===== config.mk =====
export PLATFORM = sky130hd
export DESIGN_NAME = alu
export DESIGN_NICKNAME = d
export VERILOG_FILES = /design/src/rtl/alu.sv
export SDC_FILE = /design/constraint.sdc
export NUM_CORES = 1
export LEC_CHECK = 0
export BUFFER_PORTS_ARGS = -buffer_cell sky130_fd_sc_hd__buf_2
export CAP_MARGIN = 20
export CORE_ASPECT_RATIO = 2
export CORE_MARGIN = 2
export CORE_UTILIZATION = 50
export CTS_CLUSTER_DIAMETER = 60
export CTS_CLUSTER_SIZE = 16
export DETAILED_ROUTE_END_ITERATION = 12
export GPL_TIMING_DRIVEN = 0
export PLACE_DENSITY_LB_ADDON = 0.15
export SLEW_MARGIN = 5
export SYNTH_ARGS = -nofsm -noshare
export SYNTH_HDL_FRONTEND = slang
export SYNTH_SLANG_ARGS = --single-unit

===== constraint.sdc =====
create_clock -name clk -period 9.8 [get_ports clk]
set_input_delay 0.98 -clock clk [delete_from_list [all_inputs] [get_ports clk]]
set_output_delay 0.98 -clock clk [all_outputs]
set_load 0.03 [all_outputs]

===== src/rtl/alu.sv =====
// Combinational ALU / shift / load-merge datapath with a registered {carry, zero, negative} flag snapshot.
// Define ALU_OVERFLOW_EN to add the signed-overflow output overflowOut for ADD/ADC/SUB/SBC.
module alu #(
    parameter int WIDTH = 16
) (
    input  logic             clk,
    input  logic             reset,
    input  logic [WIDTH-1:0] operand1,
    input  logic [WIDTH-1:0] operand2,
    input  logic             carryIn,
    input  logic [2:0]       operation,
    input  logic             enableAlu,
    input  logic             enableShift,
    input  logic             enableLoad,
    output logic [WIDTH-1:0] result,
    output logic             carryOut,
    output logic             zeroOut,
    output logic             negativeOut,
`ifdef ALU_OVERFLOW_EN
    output logic             overflowOut,
`endif
    output logic [2:0]       flagsQ
);

    localparam int HALF = WIDTH / 2;

    logic [WIDTH-1:0] addend;
    logic             add_cin;
    logic [WIDTH:0]   sum;

    // One adder serves all four arithmetic ops; bit 1 selects subtraction.
    always_comb begin
        addend = operation[1] ? ~operand2 : operand2;
        unique case (operation[1:0])
            2'd0:    add_cin = 1'b0;
            2'd1:    add_cin = carryIn;
            2'd2:    add_cin = 1'b1;
            default: add_cin = carryIn;
        endcase
        sum = {1'b0, operand1} + {1'b0, addend} + {{WIDTH{1'b0}}, add_cin};
    end

    always_comb begin
        result   = '0;
        carryOut = carryIn;
        if (enableAlu) begin
            unique case (operation)
                3'd0, 3'd1, 3'd2, 3'd3: begin
                    result   = sum[WIDTH-1:0];
                    carryOut = sum[WIDTH];
                end
                3'd4:    result = operand1 & operand2;
                3'd5:    result = operand1 | operand2;
                3'd6:    result = operand1 ^ operand2;
                default: result = ~operand1;
            endcase
        end else if (enableShift) begin
            unique case (operation)
                3'd0: begin
                    result   = {1'b0, operand1[WIDTH-1:1]};
                    carryOut = operand1[0];
                end
                3'd1: begin
                    result   = {operand1[WIDTH-2:0], 1'b0};
                    carryOut = operand1[WIDTH-1];
                end
                3'd2: begin
                    result   = {operand1[WIDTH-1], operand1[WIDTH-1:1]};
                    carryOut = operand1[0];
                end
                3'd3: begin
                    result   = {carryIn, operand1[WIDTH-1:1]};
                    carryOut = operand1[0];
                end
                3'd4: begin
                    result   = {operand1[WIDTH-2:0], carryIn};
                    carryOut = operand1[WIDTH-1];
                end
                default: result = operand1;
            endcase
        end else if (enableLoad) begin
            unique case (operation)
                3'd0:       result = operand1;
                3'd1, 3'd4: result = {operand2[WIDTH-1:HALF], operand1[HALF-1:0]};
                3'd2, 3'd5: result = {operand1[HALF-1:0], operand2[HALF-1:0]};
                3'd3:       result = {operand1[HALF-1:0], operand1[WIDTH-1:HALF]};
                3'd6:       result = {{(WIDTH-HALF){1'b0}}, operand1[HALF-1:0]};
                default:    result = {operand1[HALF-1:0], {HALF{1'b0}}};
            endcase
        end
    end

    assign zeroOut     = (result == '0);
    assign negativeOut = result[WIDTH-1];

`ifdef ALU_OVERFLOW_EN
    // Overflow when both addends share a sign the sum does not; addend is already ~op2 for SUB/SBC.
    assign overflowOut = enableAlu && !operation[2] &&
                         (operand1[WIDTH-1] == addend[WIDTH-1]) &&
                         (sum[WIDTH-1] != operand1[WIDTH-1]);
`endif

    always_ff @(posedge clk or negedge reset) begin
        if (!reset)
            flagsQ <= 3'b000;
        else if (enableAlu || enableShift || enableLoad)
            flagsQ <= {carryOut, zeroOut, negativeOut};
    end

endmodule


==> results.py <==
metrics = {
    "cells_and_area": {
        "top_regs": "flagsQ: 3 flops",
        "top_register": "flagsQ",
        "nNetsFinal": 677,
        "nFillCells": 739,
        "syn2layout_area_growth_pct": 13.5,
        "largest_reg_flops": 3,
        "post-route-util": 0.582,
        "final_layout_size_suffix_gt1_frac": 0.198,
        "antenna_cells": 0,
    },
    "synthesis": {
        "netlist_area_um2": 3700,
        "synth_seq_cells": 3,
        "yosysWarnings": 0,
        "synth_edf_count": 0,
        "yosys.cell_types.count": 76,
        "syn_avg_cell_area_um2": 7.09,
        "synthCells": 521,
        "ys_async_sr_fraction": 1.00,
        "yosysSeqAreaShare": 0.0203,
        "synthFlopType": "dfrtp_1",
        "synth_nets": 611,
    },
    "routing": {
        "wirelength_mm": 15.8,
        "drt_iter0_markers": 403,
        "drt-pass1-iter-count": 5,
        "wl_per_cell_um": 23.4,
        "vias": 4618,
        "vias_per_cell": 6.81,
        "drtAntennaViolNets": 0,
        "drc": 0,
    },
    "worst_setup_path": {
        "cpMaxStageDelayCell": "or4_1",
        "crit_fanout": 10,
        "cp_top_family": "buffers and inverters",
        "worst_setup_path_start_kind": "primary input",
        "crit_buf_inv": 9,
        "crit_top_cell": "buf_2",
        "r2r_slack_ps": 8970,
        "timing.critical_path.slowest_cell_delay_ps": 500,
        "arrival_ps": 5930,
        "cp_cell_sequence": "buf_2 > buf_6 > buf_4 > buf_2 > clkbuf_1 > buf_2 > buf_2 > xor2_1 > ha_1 > clkbuf_1 > a21oi_1 > o21ba_2 > nor2_1 > or4_1 > a21boi_0 > o211ai_1 > nor4_2 > nor3b_1 > buf_2",
        "worst_ep_required_time_ps": 8820,
        "cp-end-kind": "output pin",
        "worst-setup-path-type": "primary input to output pin",
    },
    "global_routing": {
        "grt_max_degree": 11,
        "grt_usage": 0.393,
        "antenna_found_initial": 0,
        "grt_pass1_wl_mm": 24.5,
        "grt_pass1_vias": 4454,
        "grt_overflow": 0,
    },
    "pwr": {
        "p_leak_nw": 1.94,
        "ir_worst_vdd_mv": 0.0411,
        "power_density_nw_per_um2": 86.3,
    },
    "clocking": {
        "ctsRootBufferMaster": "clkbuf_16",
        "numCtsBuffers": 3,
        "cts_buffer_depth": 2,
        "cts_setup_buffers": 0,
        "clock-sinks": 3,
        "htree_levels": 1,
        "post_cts_resized": 0,
        "cts_hold_buf": 0,
        "worstSkewPairLatency_ps": 230,
        "cts_tree": "yes",
        "path_clk_slew_ps": 30,
    },
    "outcome": {
        "outcome": "completed",
    },
    "die": {
        "io-pin-count": 63,
        "start_util": 0.512,
        "core_area_um2": 7210,
        "die_x_um": 64.8,
        "rows": 44,
        "die_h_um": 126,
        "dieArea_um2": 8140,
    },
    "placement": {
        "io_buffer_count": 61,
        "hpwl_mm": 12.5,
        "gp_congestion": 1.05,
        "dp_slack_ps": 2940,
    },
    "sta": {
        "finalCriticalPeriod_ps": 6910,
        "period_share": 0.705,
        "tightestPinTransition_ps": 700,
        "fmax_mhz": 145,
        "relSlewSlack": 0.531,
        "rsz0062_at_grt": "false",
        "finalMaxSlewViolations": 0,
        "setup_viol": 0,
        "skew_ps": 0,
        "hold_viol_final": 0,
        "finalSetupTns_ps": 0,
        "worst_slack_ps": 2890,
    },
    "run": {
        "maxCapViolCount": 0,
    },
    "worst_hold_path": {
        "hp-class": "flip-flop to flip-flop",
    },
}
[kinds of logic (layout without fill, tap and decap cells)]
| logic type | after synthesis | in the layout | synth area share |
|---|---|---|---|
| xor gates and xnor gates | 24 | 24 | 0.0589 |
| adders and majority gates | 49 | 49 | 0.170 |
| DFF | 3 | 3 | 0.0203 |
| AOI/OAI and AO/OA | 185 | 185 | 0.346 |
| and+or+nand+nor | 149 | 149 | 0.203 |
| buffers and inverters | 88 | 153 | 0.115 |
| muxes | 23 | 23 | 0.0870 |
[cell usage after synthesis (all sizes together), types with 3 or more instances]
| library cell | instances | area share |
|---|---|---|
| nor2b | 4 | 0.0068 |
| o22ai | 7 | 0.012 |
| nand2b | 13 | 0.022 |
| nor3 | 10 | 0.014 |
| a221oi | 7 | 0.018 |
| xor2 | 22 | 0.054 |
| a211o | 5 | 0.012 |
| nand2 | 37 | 0.038 |
| buf | 29 | 0.055 |
| a211oi | 9 | 0.018 |
| o211a | 4 | 0.011 |
| o31ai | 5 | 0.010 |
| nand4 | 5 | 0.0085 |
| ha | 47 | 0.16 |
| and3 | 3 | 0.0051 |
| o21ai | 36 | 0.049 |
| a21oi | 38 | 0.051 |
| mux2 | 3 | 0.0091 |
| a32oi | 7 | 0.017 |
| mux2i | 13 | 0.035 |
| nand3 | 15 | 0.020 |
| o211ai | 13 | 0.026 |
| clkbuf | 10 | 0.010 |
| a31oi | 9 | 0.015 |
| a2111oi | 3 | 0.0088 |
| o311ai | 4 | 0.0095 |
| mux4 | 7 | 0.043 |
| o32ai | 3 | 0.0071 |
| nand3b | 3 | 0.0061 |
| inv | 48 | 0.049 |
| a21o | 7 | 0.014 |
| and2 | 4 | 0.0068 |
| dfrtp | 3 | 0.020 |
| or3 | 4 | 0.0068 |
| nor2 | 39 | 0.041 |
| a311oi | 4 | 0.0095 |
| nor4 | 3 | 0.0068 |
[power breakdown]
group	switching (mW)	total, mW	leakage, nW	internal [mW]
registers	0.000621	0.0143	0.0369	0.0137
logic	0.183	0.281	1.86	0.0980
clock network	0.0129	0.0668	0.0382	0.0538
[metrics by stage]
step | power, mW | instances | cell area, um2 | hold slack, ps
2_1_floorplan | 0.200 | 521 | 3700 | 671
3_3_place_gp | 0.283 | 674 | 4120 | 461
3_5_place_dp | 0.287 | 674 | 4120 | 486
4_1_cts | 0.355 | 678 | 4200 | 493
5_1_grt | 0.383 | 678 | 4200 | 496
6_report | 0.362 | 678 | 4200 | 500
[area by class of cell]
type	count	area [um2]	area share
Inverter	49	184	0.0438
Sequential cell	3	75.1	0.0179
Clock buffer	4	78.8	0.0188
Buffer	39	240	0.0573
Tap cell	92	115	0.0274
Timing Repair Buffer	61	305	0.0728
Multi-Input combinational cell	430	3200	0.762
[layout by cell type (no fill, tap or decap), types with 5 or more instances in the layout]
cell / instances
a31oi_1: 9
mux2i_1: 13
a211oi_1: 9
a21oi_1: 38
buf_6: 7
inv_1: 47
buf_2: 78
xor2_1: 21
clkbuf_1: 10
a21o_1: 7
nand4_1: 5
o22ai_1: 7
buf_4: 5
o21ai_0: 34
mux4_2: 7
nand3_1: 15
nand2_1: 37
nand2b_1: 13
a211o_1: 5
a32oi_1: 7
ha_1: 47
o211ai_1: 13
a221oi_1: 6
nor2_1: 37
nor3_1: 10
o31ai_1: 5
[path summary, 6_finish.rpt]
path,startpoint,endpoint,cells after the start
setup / recovery,operation[1],zeroOut,19
hold / removal,flagsQ[2]$_DFFE_PN0P_,flagsQ[2]$_DFFE_PN0P_,1
setup reg to reg,flagsQ[1]$_DFFE_PN0P_,flagsQ[1]$_DFFE_PN0P_,2
hold reg to reg,flagsQ[2]$_DFFE_PN0P_,flagsQ[2]$_DFFE_PN0P_,1
max in group asynchronous,reset,flagsQ[1]$_DFFE_PN0P_,1
min in group asynchronous,reset,flagsQ[0]$_DFFE_PN0P_,1
[per-layer routing]
| metal | up-vias | wire [um] | global-route usage |
|---|---|---|---|
| met5 | - | 0 | 0 |
| met4 | 0 | 1420 | 0.260 |
| met3 | 86 | 982 | 0.0270 |
| met2 | 295 | 7870 | 0.693 |
| met1 | 2162 | 5570 | 0.437 |
| li1 | 2075 | - | - |
Power figures use the tool's default switching activity.
